==> config.mk <==
export PLATFORM = sky130hd
export DESIGN_NAME = btn_press_decoder
export DESIGN_NICKNAME = d
export VERILOG_FILES = /design/src/rtl/btn_press_decoder.sv
export SDC_FILE = /design/constraint.sdc
export NUM_CORES = 1
export LEC_CHECK = 0
export BUFFER_PORTS_ARGS = -buffer_cell sky130_fd_sc_hd__buf_2
export CAP_MARGIN = 20
export CORE_MARGIN = 5
export CORE_UTILIZATION = 45
export CTS_CLUSTER_SIZE = 16
export DETAILED_ROUTE_END_ITERATION = 8
export SYNTH_ARGS = -nofsm -noshare
export SYNTH_HDL_FRONTEND = slang
export SYNTH_SLANG_ARGS = --single-unit
==> constraint.sdc <==
create_clock -name clk -period 2.7 [get_ports clk]
set_input_delay 0.135 -clock clk [delete_from_list [all_inputs] [get_ports clk]]
set_output_delay 0.135 -clock clk [all_outputs]
set_load 0.01 [all_outputs]
==> src/rtl/btn_press_decoder.sv <==
// btn_press_decoder: turns the debounced button level into press, release,
// long-press and auto-repeat pulses, a held level and a wrapping press count.
//   clk, rst      : clock and synchronous active-high reset
//   btn           : debounced, clk-synchronous button level
//   press         : 1-cycle pulse on an accepted rising edge
//   release_pulse : 1-cycle pulse on the falling edge after a press
//   long_press    : 1-cycle pulse when the hold reaches LONG_CYCLES
//   repeat_pulse  : 1-cycle pulse every REPEAT_CYCLES after long_press
//   held          : high while the press is active
//   press_count   : accepted presses modulo 2^CNT_W
// "release" and "repeat" are reserved words, hence the _pulse suffix.
module btn_press_decoder #(
  parameter int unsigned LONG_CYCLES   = 25_000_000,
  parameter int unsigned REPEAT_CYCLES = 5_000_000,
  parameter int unsigned CNT_W         = 8
) (
  input  logic             clk,
  input  logic             rst,
  input  logic             btn,
  output logic             press,
  output logic             release_pulse,
  output logic             long_press,
  output logic             repeat_pulse,
  output logic             held,
  output logic [CNT_W-1:0] press_count
);

  localparam int unsigned MAX_C = (LONG_CYCLES > REPEAT_CYCLES) ? LONG_CYCLES : REPEAT_CYCLES;
  localparam int unsigned HW    = (MAX_C > 1) ? $clog2(MAX_C) : 1;
  localparam logic [HW-1:0] LONG_LAST   = HW'(LONG_CYCLES - 1);
  localparam logic [HW-1:0] REPEAT_LAST = HW'(REPEAT_CYCLES - 1);

  typedef enum logic [1:0] {IDLE, HOLD, RPT} state_t;

  state_t           state, state_n;
  logic [HW-1:0]    cnt, cnt_n;
  logic             armed, armed_n;
  logic             press_n, release_n, long_n, repeat_n, held_n;
  logic [CNT_W-1:0] count_n;

  always_ff @(posedge clk) begin
    if (rst) begin
      state         <= IDLE;
      cnt           <= '0;
      armed         <= 1'b0;
      press         <= 1'b0;
      release_pulse <= 1'b0;
      long_press    <= 1'b0;
      repeat_pulse  <= 1'b0;
      held          <= 1'b0;
      press_count   <= '0;
    end else begin
      state         <= state_n;
      cnt           <= cnt_n;
      armed         <= armed_n;
      press         <= press_n;
      release_pulse <= release_n;
      long_press    <= long_n;
      repeat_pulse  <= repeat_n;
      held          <= held_n;
      press_count   <= count_n;
    end
  end

  always_comb begin
    state_n   = state;
    cnt_n     = cnt;
    armed_n   = armed | ~btn;
    press_n   = 1'b0;
    release_n = 1'b0;
    long_n    = 1'b0;
    repeat_n  = 1'b0;
    held_n    = held;
    count_n   = press_count;
    case (state)
      IDLE: begin
        if (btn && armed) begin
          state_n = HOLD;
          press_n = 1'b1;
          held_n  = 1'b1;
          cnt_n   = '0;
          count_n = press_count + 1'b1;
        end
      end
      HOLD, RPT: begin
        // Release is tested first so a low sample at the threshold edge
        // suppresses long_press/repeat.
        if (!btn) begin
          state_n   = IDLE;
          release_n = 1'b1;
          held_n    = 1'b0;
          cnt_n     = '0;
        end else if (state == HOLD && cnt == LONG_LAST) begin
          state_n = RPT;
          long_n  = 1'b1;
          cnt_n   = '0;
        end else if (state == RPT && cnt == REPEAT_LAST) begin
          repeat_n = 1'b1;
          cnt_n    = '0;
        end else begin
          cnt_n = cnt + 1'b1;
        end
      end
      default: state_n = IDLE;
    endcase
  end

endmodule

* Word-level counts from Yosys, hierarchy flattened *
Index checks and enable logic that the tools add are counted.

storage, ports and cells
  bits in registers = 41
  input port bits = 3
  logic and storage cells = 52
  output and inout bits = 13

operators by class
  mux-type cells = 16
  bitwise logic cells = 4
  equality and inequality tests = 7
  reductions and logical operators = 14
  $add $sub $neg = 2

operator list
  kind                     number
  $mux W25                 4
  $pmux W25 S2             1
  $add A25 B1 Y25 const B  1
  $eq A25 B23 Y1 const B   1
  $eq A25 B25 Y1 const B   1
  $add A8 B1 Y8 const B    1
  $mux W1                  6
  $mux W2                  3
  $reduce_and A2 Y1        3
  $reduce_or A2 Y1         3
  $ne A2 B2 Y1 const B     2
  $pmux W2 S2              1
  $reduce_or A4 Y1         1
  $logic_and A1 B1 Y1      3
  $ne A3 B3 Y1 const B     1
  $not A1 Y1               3
  $reduce_and A3 Y1        1
  $reduce_or A3 Y1         1
  $eq A2 B1 Y1 const B     1
  $eq A2 B2 Y1 const B     1
  $logic_not A2 Y1         1
  $pmux W1 S2              1
  $reduce_bool A2 Y1       1
  $or A1 B1 Y1             1

* Logic depth before layout (Yosys ltp) *
Gate-level depths: netlist of the first run.

  depth after elaboration = 6
  depth in mapped cells = 8
  gate-level depth less buffers = 7

* Worst setup path before layout of the first run *
OpenSTA, ideal clock, no wires.

  kind = register -> register
  start point = reg cnt[0]
  end point = reg cnt[16]
  clock period less this slack = 1.917 ns
  setup time = 0.074 ns
  buffers on the path = 0
  stages on the path, launching flop included = 7
  path slack = 0.783 ns
  arrival time = 1.843 ns
  data required time = 2.626 ns
  path through = dfxtp_1 ha_1 nand3_1 or4_1 nor4b_1 nand3_1 a31oi_1

on the way
  cells in the longest elaborated chain, start to end = 6
  elaborated cells between the ends (all ways) = 9
  classes of those cells = add/sub (1); eq/ne (2); mux (4); reduce/logical (2)

ends and longest elaborated chain
  item                                                     RTL line  text
  from (decl)                                              36        logic [HW-1:0] cnt, cnt_n;
  from (signal assigned)                                   54        cnt <= cnt_n;
  branches (longest 3 deep; another with $add A25 B1 Y25)  --
  $mux W25 *                                               93        end else if (state == HOLD && cnt == LONG_LAST) begin
  $mux W25 *                                               88        if (!btn) begin
  $pmux W25 S2 *                                           75        case (state)

Mark *: on every way between the ends.
A chain may end at the register's enable or synchronous reset.

* Worst setup path in the final report of the first run *
  start point = reg cnt[0]
  end point = reg cnt[7]

Same word-level chain as after synthesis.

==> reports/metrics.yaml, run 1 <==
detailed_routing:
  vias_per_cell: 5.81
  dr.pass1.iters: 4
  routedWlPerCell_um: 15.3
  drt_iter0_drc: 152
  vias: 1893
  routed_wl_mm: 5.00
  remaining_drc_errors: 0
  postRouteAntennaNets: 0
worst_setup_path:
  cp.arrival_ns: 2.46
  crit_required_ns: 2.88
  r2r-start: "cnt[0]"
  crit_type: "flip-flop to flip-flop"
  critPathLaunch: "cnt[0]"
  cp_max_fo: 27
  end_kind: "flip-flop"
  critPathLaunchType: "flip-flop"
grt:
  grt_overflow: 0
  track_usage_pct: 17.7
  grt_max_degree: 28
  grt_pass1_vias: 1804
  grt_first_pass_wirelength_mm: 8.78
  antenna_found_initial: 0
power_and_ir_drop:
  intPower_mw: 0.930
  ir_drop_uv: 275
  p_sw_share_pct: 23.1
  pwr-share-seq_pct: 50.9
  clkPwrFrac_pct: 44.0
  p_switching_mw: 0.279
  p_comb_share_pct: 5.2
  power_density_nw_per_um2: 517
  leakage_nw: 0.779
finish:
  area_growth_syn_to_layout_pct: 10.3
  finalInstanceArea_um2: 2340
  final_layout_size_suffix_gt1_share_pct: 12.1
  fill_cells: 463
  mostFrequentLayoutCell: "dfxtp_1"
  n_antenna_cell: 0
  final_cell_mix: "dfxtp_1 (41), a31oi_1 (27), nand2_1 (26)"
  final_nets: 279
clock_tree:
  clk_latency_ns: 0.30
  cts_hold_buf: 0
  htree_num_levels: 2
  cts_tree: "built"
  cts_buffers: 5
  cts_root_buf: "clkbuf_8"
  path_clk_slew_ns: 0.09
  cts_resized: 0
  clock_sinks: 41
  cts_buffer_depth: 2
  post_cts_buffers: 0
timing:
  fin_ws_ns: 0.427
  max-slew-margin-rel_pct: 32.2
  fin_crit_ns: 2.27
  fin_crit_sh_pct: 84.2
  fin_tns_setup_ns: 0
  drv_slew: 0
  setup_viol: 0
  rsz0062_at_grt: "false"
  fmax_mhz: 440
  finClkSkew_ns: 0.00940
  finalHoldViolations: 0
  tightestPinTransition_ns: 1.02
synthesis:
  yosys.area.top_type: "dfxtp_1"
  ys_ff_latch: 41
  ys.flop_type: "dfxtp_1"
  syn_inst: 261
  synth_edf_count: 0
  synth_top_area_share_pct: 38.7
  synth_seq_area_share_pct: 38.7
  async_flop_share_pct: 0
  syn-cell-area_um2: 2120
  synth_nets: 269
  syn_avg_cell_area_um2: 8.14
  synth_area_leaders: "dfxtp_1 (39%), a31oi_1 (8.0%), nand3_1 (5.9%), nand2_1 (4.6%), nand4_1 (4.4%)"
  yosysUniqueCellTypes: 41
  yosysWarnings: 0
place:
  port_buffers: 15
  place_congestion: 0.870
  dpl_worst_slack_ns: 0.445
  dp_hpwl_mm: 3.48
  dpl_cell_area_um2: 2220
hold_path:
  hp-start: "btn"
  hold_path.class: "input port to flip-flop"
job:
  cap_violations: 0
die:
  die_w_um: 78.7
  io_pins: 16
  die_h_um: 78.7
  rows: 25
  core_area_um2: 4660
  dieArea_um2: 6190
  start_util_pct: 45.6
run_status:
  outcome: "complete, no violations"
power by group through the flow:
stage	logic [mW]	clock network [mW]	registers (mW)
final	0.0625	0.532	0.616
after global routing	0.0703	0.569	0.617
after CTS	0.0627	0.541	0.616
after detailed placement	0.0624	0	0.630
after global placement	0.0623	0	0.630
after floorplan	0.0416	0	0.632
state kept, by name (all words and copies together), names as in the netlist:
name           flops
armed              1
cnt               25
held               1
long_press         1
press              1
press_count        8
release_pulse      1
repeat_pulse       1
state              2
through the flow:
stage | utilization (%) | instances | power (mW) | hold WS, ns
floorplan | - | 261 | 0.673 | 0.227
global placement | 47.7 | 318 | 0.692 | 0.390
detailed placement | 47.7 | 318 | 0.692 | 0.391
CTS | 50.2 | 326 | 1.22 | 0.0665
global route | 50.2 | 326 | 1.26 | 0.0750
finish | 50.2 | 326 | 1.21 | 0.0778
cell type report:
type	count	area [um^2]	share of cell area, %
multi-input cells	195	1190	51.0
flip-flops and latches	41	821	35.1
repair buffers	19	105	4.49
clock buffers	6	82.6	3.53
well taps	54	67.6	2.89
clock inverters	2	37.5	1.60
inverters	9	33.8	1.44
path summary, 6_finish.rpt:
check | slack [ns] | endpoint | cells after the start
worst max-delay path | 0.43 | cnt[7] | 6
worst min-delay path | 0.08 | armed | 2
worst max register to register | 0.43 | cnt[7] | 6
worst min register to register | 0.47 | held | 2
cell usage after synthesis (all sizes together), types with 4 or more instances:
| cell | instances |
|---|---|
| o21ai | 8 |
| nand2b | 4 |
| nor4 | 6 |
| nand3b | 6 |
| nand2 | 26 |
| inv | 9 |
| nand4 | 15 |
| ha | 5 |
| clkbuf | 8 |
| nor2 | 19 |
| and3 | 7 |
| nand3 | 25 |
| a21oi | 8 |
| nor3 | 7 |
| a31oi | 27 |
| xor2 | 8 |
| dfxtp | 41 |
| buf | 8 |
kinds of logic (layout without fill, tap and decap cells):
logic type      count (synthesis)  after routing  synth area share (%)
mux                             1              1                 0.471
flops                          41             41                  38.7
simple gates                  127            127                  33.5
fa+ha+maj                       5              5                  2.95
compound gates                 52             52                  15.2
buf+inv                        25             36                  5.13
xor+xnor                       10             10                  4.13
layer usage:
layer	vias up	routed length [um]	GRT usage, %
li1	988	-	-
met1	871	2530	24.6
met2	28	2240	27.2
met3	6	166	4.08
met4	0	60	5.42
met5	-	0	0
critical path: stages (launching register included):
cell and delay [ns]:
dfxtp_1 0.42, ha_1 0.24, nand3_1 0.25, nor4_4 0.46
o21ai_2 0.37, nand2_1 0.28, o21ai_0 0.12
No activity file was read; power rests on OpenSTA's default activity.
==> run 2, diff against run 1 <==
clock period = 2.1 ns   (was 2.7 ns; I/O delays follow)
==> run 2 against run 1 <==
Cell count rose by 9.8%. Critical path type unchanged. Design area rose by 11%. Hold slack got worse by 0.037 ns.
==> reports/metrics.yaml, run 2 (synthesized netlist as in run 1, its figures left out) <==
run_status:
  outcome: "complete, no violations"
detailed_routing:
  remaining_drc_errors: 0  # unchanged
  vias: 2066  # +9.1%
  routed_wl_mm: 5.51  # +10%
  drt_iter0_drc: 157  # +3.3%
  vias_per_cell: 5.77  # -0.62%
  routedWlPerCell_um: 15.4  # +0.36%
  dr.pass1.iters: 4  # unchanged
  postRouteAntennaNets: 0  # unchanged
timing:
  holdWs_ns: 0.0405  # -0.0374 ns
  finClkSkew_ns: 0.00426  # -0.00514 ns
  fin_tns_setup_ns: 0  # unchanged
  fin_crit_sh_pct: 98.1  # +14 points
  finalHoldViolations: 0  # unchanged
  max-slew-margin-rel_pct: 65.9  # +34 points
  setup_viol: 0  # unchanged
  tightestPinTransition_ns: 0.507  # -0.511 ns
  drv_slew: 0  # unchanged
  fmax_mhz: 485  # +10%
  fin_crit_ns: 2.06  # -0.212 ns
power_and_ir_drop:
  clkPwrFrac_pct: 39.7  # -4.3 points
  power_density_nw_per_um2: 566  # +9.5%
  ir_drop_uv: 301  # +9.4%
  intPower_mw: 1.12  # +20%
  pwr-share-seq_pct: 53.8  # +2.9 points
  leakage_nw: 0.942  # +21%
  p_sw_share_pct: 23.9  # +0.80 points
  p_comb_share_pct: 6.5  # +1.3 points
  p_switching_mw: 0.351  # +26%
finish:
  top_register: "cnt"
  n_antenna_cell: 0  # unchanged
  fill_cells: 431  # -6.9%
  finalNonFillerCells: 358  # +9.8%
  mostFrequentLayoutCell: "dfxtp_1"
  reg.largest.list: "cnt: 25 flops, press_count: 8 flops, state: 2 flops"
  finish.utilization_pct: 55.7  # +5.5 points
  final_layout_size_suffix_gt1_share_pct: 22.7  # +11 points
  largest_reg_flops: 25  # unchanged
  final_nets: 311  # +11%
  final_cell_mix: "dfxtp_1 (41), buf_4 (34), a31oi_1 (27)"
  area_growth_syn_to_layout_pct: 22.3
die:
  dieArea_um2: 6190  # unchanged
  core_area_um2: 4660  # unchanged
  die_h_um: 78.7  # unchanged
  die_w_um: 78.7  # unchanged
  start_util_pct: 45.6  # unchanged
  rows: 25  # unchanged
  io_pins: 16  # unchanged
clock_tree:
  cts_root_buf: "clkbuf_8"
  cts_buffer_depth: 2  # unchanged
  cts_buffers: 5  # unchanged
  clk_latency_ns: 0.29  # about the same
  path_clk_slew_ns: 0.08  # about the same
  clock_sinks: 41  # unchanged
  htree_num_levels: 2  # unchanged
  cts_tree: "built"
worst_setup_path:
  worst_r2r_path_depth: 7  # +1
  critPathLaunch: "cnt[7]"
  reg2reg_slack_ns: 0.04  # -0.39 ns
  cp.arrival_ns: 2.22  # -0.24 ns
  r2r-start: "cnt[7]"
  crit_required_ns: 2.26  # -0.62 ns
  reg2reg_to: "cnt[9]"
  crit_type: "flip-flop to flip-flop"
  critPathLaunchType: "flip-flop"
  end_kind: "flip-flop"
  cp_max_fo: 9  # -67%
job:
  cap_violations: 0  # unchanged
place:
  port_buffers: 15  # unchanged
  place_congestion: 0.851  # -2.2%
  dp_cells: 348  # +9.4%
  dp_hpwl_mm: 3.98  # +14%
hold_path:
  hold_path.class: "input port to flip-flop"
  hp-start: "btn"
  hold_end: "armed"
  whs_path_depth: 2  # unchanged
grt:
  antenna_found_initial: 0  # unchanged
  grt_first_pass_wirelength_mm: 9.08  # +3.5%
  grt_max_degree: 28  # unchanged
  track_usage_pct: 18.4  # +0.67 points
  grt_pass1_vias: 1871  # +3.7%
  grt_overflow: 0  # unchanged
[run 2: stage by stage]
stage	setup WS (ns)	power (mW)	area, um^2
2_1_floorplan	0.183	0.866	2120
3_3_place_gp	0.103	0.904	2460
3_5_place_dp	0.0378	0.905	2460
4_1_cts	0.0306	1.48	2560
5_1_grt	-0.0207	1.53	2600
6_report	0.0390	1.47	2600
[run 2: cell type report]
class	instances	area (um^2)	area share, %
repair buffers	51	362	13.9
clock buffers	7	96.3	3.71
inverters	9	33.8	1.30
multi-input cells	195	1210	46.7
well taps	54	67.6	2.60
clock inverters	1	5.00	0.193
flip-flops and latches	41	821	31.6
[run 2: worst max-delay path by stage]
stage / slack, ns / endpoint / cells after the start
floorplan: 0.18 / cnt[16] / 6
global placement: 0.10 / cnt[16] / 6
detailed placement: 0.04 / cnt[9] / 6
CTS: 0.03 / cnt[9] / 6
global route: -0.02 / cnt[9] / 7
finish: 0.04 / cnt[9] / 7
[run 2: worst max-delay path, cell delays in order, from the launching register on]
cell	delay [ns]
dfxtp_1	0.35
or4bb_1	0.54
nor4_4	0.38
buf_4	0.18
a21oi_2	0.09
buf_6	0.17
nand4_1	0.11
a31oi_1	0.10
[run 2: power groups by stage]
| stage | Sequential, mW | Clock [mW] | Combinational, mW |
|---|---|---|---|
| final | 0.791 | 0.583 | 0.0960 |
| after global routing | 0.793 | 0.631 | 0.107 |
| after CTS | 0.791 | 0.595 | 0.0952 |
| after detailed placement | 0.810 | 0 | 0.0948 |
| after global placement | 0.810 | 0 | 0.0948 |
| after floorplan | 0.812 | 0 | 0.0535 |
[run 2: metal layers]
layer,wire (um),up-vias,global-route usage [%]
li1,-,1051,-
met1,2690,960,26.3
met2,2470,49,27.7
met3,304,6,3.74
met4,42,0,5.59
met5,0,-,0
[run 2: what timing repair did]
action / in CTS / in global routing
setup buffers: 0 / 2
hold buffers: 0 / 0
hold endpoints to repair: 0 / 0
setup endpoints to repair: 0 / 12
gates resized for setup: 0 / 5
==> run 3, diff against run 2 <==
clock period = 1.8 ns   (was 2.1 ns; I/O delays follow)
==> run 3 against run 2 <==
The flow now finishes with violations (setup timing). Sequential power up 17%. Fmax up 6.7%. Combinational power up 46%. Largest power group unchanged. Non-clock buffer count up 18. Core utilization up 9.8 points. Critical path depth unchanged. Sequential share of layout area down 4.5 points. Routed wire length up 9.8%. Via count up 6.7%. Die area unchanged. Flip-flop and latch count unchanged.
==> reports/metrics.yaml, run 3 (synthesized netlist as in run 1, its figures left out) <==
finish:
  final_layout_size_suffix_gt1_share_pct: 38.2  # +16 points
  area_growth_syn_to_layout_pct: 43.9
  finalInstanceArea_um2: 3060  # +18%
  reg.largest.list: "cnt: 25 flops, press_count: 8 flops, state: 2 flops"
  mostFrequentLayoutCell: "buf_4"
  final_cell_mix: "buf_4 (44), dfxtp_1 (36), nand2_1 (23)"
  multi_input_comb_area_um2: 1450  # +20%
  top_register: "cnt"
  n_antenna_cell: 0  # unchanged
  seqCellArea_um2: 827  # +0.76%
  fill_cells: 379  # -12%
  final_nets: 329  # +5.8%
  largest_reg_flops: 25  # unchanged
  finalNonFillerCells: 376  # +5.0%
timing:
  fin_tns_setup_ns: -1.89  # -1.89 ns
  fin_crit_ns: 1.93  # -0.130 ns
  fin_ws_ns: -0.131  # -0.170 ns
  fmax_mhz: 518  # +6.7%
  drv_slew: 0  # unchanged
  tightestPinTransition_ns: 0.516  # +0.00929 ns
  finalHoldViolations: 0  # unchanged
  max-slew-margin-rel_pct: 65.5  # -0.38 points
  finClkSkew_ns: 0.00312  # -0.00114 ns
  fin_crit_sh_pct: 107  # +9.1 points
  rsz0062_at_grt: "true"
  setup_viol: 26  # +26
power_and_ir_drop:
  power_density_nw_per_um2: 568  # +0.38%
  p_comb_share_pct: 8.1  # +1.6 points
  p_sw_share_pct: 23.9  # about the same
  fin_total_pwr_mw: 1.74  # +18%
  clkPwrFrac_pct: 38.7  # -1.0 points
  intPower_mw: 1.32  # +18%
  pwr-share-seq_pct: 53.2  # -0.6 points
  leakage_nw: 1.10  # +17%
  ir_drop_uv: 292  # -3.1%
  p_switching_mw: 0.415  # +18%
detailed_routing:
  routedWlPerCell_um: 16.1  # +4.5%
  postRouteAntennaNets: 0  # unchanged
  drt_iter0_drc: 85  # -46%
  vias: 2204  # +6.7%
  vias_per_cell: 5.86  # +1.6%
  dr.pass1.iters: 4  # unchanged
  remaining_drc_errors: 0  # unchanged
  routed_wl_mm: 6.04  # +9.8%
grt:
  grt_overflow: 0  # unchanged
  globalRouteMet3Util_pct: 3.85  # +0.11 points
  grt_pass1_vias: 2017  # +7.8%
  grt.busiest_layer: "met2"
  met1_usage_pct: 25.3  # -0.98 points
  antenna_found_initial: 0  # unchanged
  grt_max_degree: 28  # unchanged
  grt_first_pass_wirelength_mm: 9.32  # +2.6%
  track_usage_pct: 19.0  # +0.65 points
  met2_usage_pct: 30.5  # +2.8 points
job:
  cap_violations: 0  # unchanged
die:
  io_pins: 16  # unchanged
  core_area_um2: 4660  # unchanged
  rows: 25  # unchanged
  die_w_um: 78.7  # unchanged
  start_util_pct: 45.6  # unchanged
  die_h_um: 78.7  # unchanged
  dieArea_um2: 6190  # unchanged
clock_tree:
  clk_latency_ns: 0.30  # about the same
  cts_root_buf: "clkbuf_8"
  clock_sinks: 41  # unchanged
  cts_tree: "built"
  cts_buffer_depth: 2  # unchanged
  htree_num_levels: 2  # unchanged
  cts_hold_buf: 0  # unchanged
  cts_buffers: 5  # unchanged
  path_clk_slew_ns: 0.08  # about the same
place:
  port_buffers: 15  # unchanged
  place_congestion: 0.800  # -6.0%
  dp_cells: 360  # +3.4%
  dp_hpwl_mm: 3.92  # -1.3%
  dpl_cell_area_um2: 2600  # +5.9%
worst_setup_path:
  end_kind: "flip-flop"
  crit_required_ns: 1.99  # -0.27 ns
  crit_type: "flip-flop to flip-flop"
  cp.arrival_ns: 2.12  # -0.10 ns
  critPathLaunchType: "flip-flop"
  cp_max_fo: 7  # -2
run_status:
  outcome: "complete, but fails checks"
  failed_checks: "setup timing"
hold_path:
  hold_path.class: "input port to flip-flop"
==> run 3: cell types whose count changed in the layout (fill, tap and decap cells not counted), moves of 4 or more <==
cell / before / now
a31oi_1: 27 / 19
a31oi_4: 0 / 6
buf_4: 34 / 44
buf_6: 1 / 5
dfxtp_1: 41 / 36
dfxtp_2: 0 / 5
nand3_1: 25 / 21
nand3_2: 0 / 4
==> run 3: through the flow <==
stage	utilization (%)	worst slack [ns]	hold slack, ns
2_1_floorplan	-	-0.0251	0.182
3_3_place_gp	55.8	-0.0521	0.337
3_5_place_dp	55.8	-0.0726	0.345
4_1_cts	58.7	-0.0776	0.0212
5_1_grt	65.6	-0.195	0.0328
6_report	65.6	-0.131	0.0332
==> run 3: layout make-up <==
class | count | share of cell area (%)
multi-input cells | 195 | 47.6
flip-flops and latches | 41 | 27.1
repair buffers | 69 | 18.7
clock buffers | 7 | 3.15
well taps | 54 | 2.21
inverters | 9 | 1.11
clock inverters | 1 | 0.164
==> run 3: per-layer routing <==
metal	up-vias	wire length (um)
li1	1101	-
met1	1039	2720
met2	58	2970
met3	6	288
met4	0	57
met5	-	0
==> run 3: worst max-delay path, cell delays in order, from the launching register on <==
cell and delay, ns:
dfxtp_2 0.33, or4_4 0.54, nor4_4 0.27, buf_4 0.18, o21ai_4 0.10, buf_12 0.16
a31oi_1 0.16, mux2i_1 0.09
==> run 3: final timing paths <==
kind,from,depth (start not counted),slack (ns),to
min reg2reg,state[0],2,0.47,state[0]
max,cnt[6],7,-0.13,cnt[23]
max reg2reg,cnt[6],7,-0.13,cnt[23]
min,btn,2,0.03,armed
==> run 3: timing repair <==
item	4_1_cts	5_1_grt
gates resized for setup	5	41
setup buffers	1	7
pin swaps	4	21
cloned	0	2
endpoints found under the setup margin	23	31
==> run 3: power by group through the flow <==
stage               sequential [mW]  clock, mW  combinational, mW
floorplan                     0.947          0             0.0641
global placement              0.945          0              0.116
detailed placement            0.945          0              0.118
CTS                           0.924      0.694              0.119
global route                  0.926      0.739              0.153
finish                        0.924      0.672              0.140
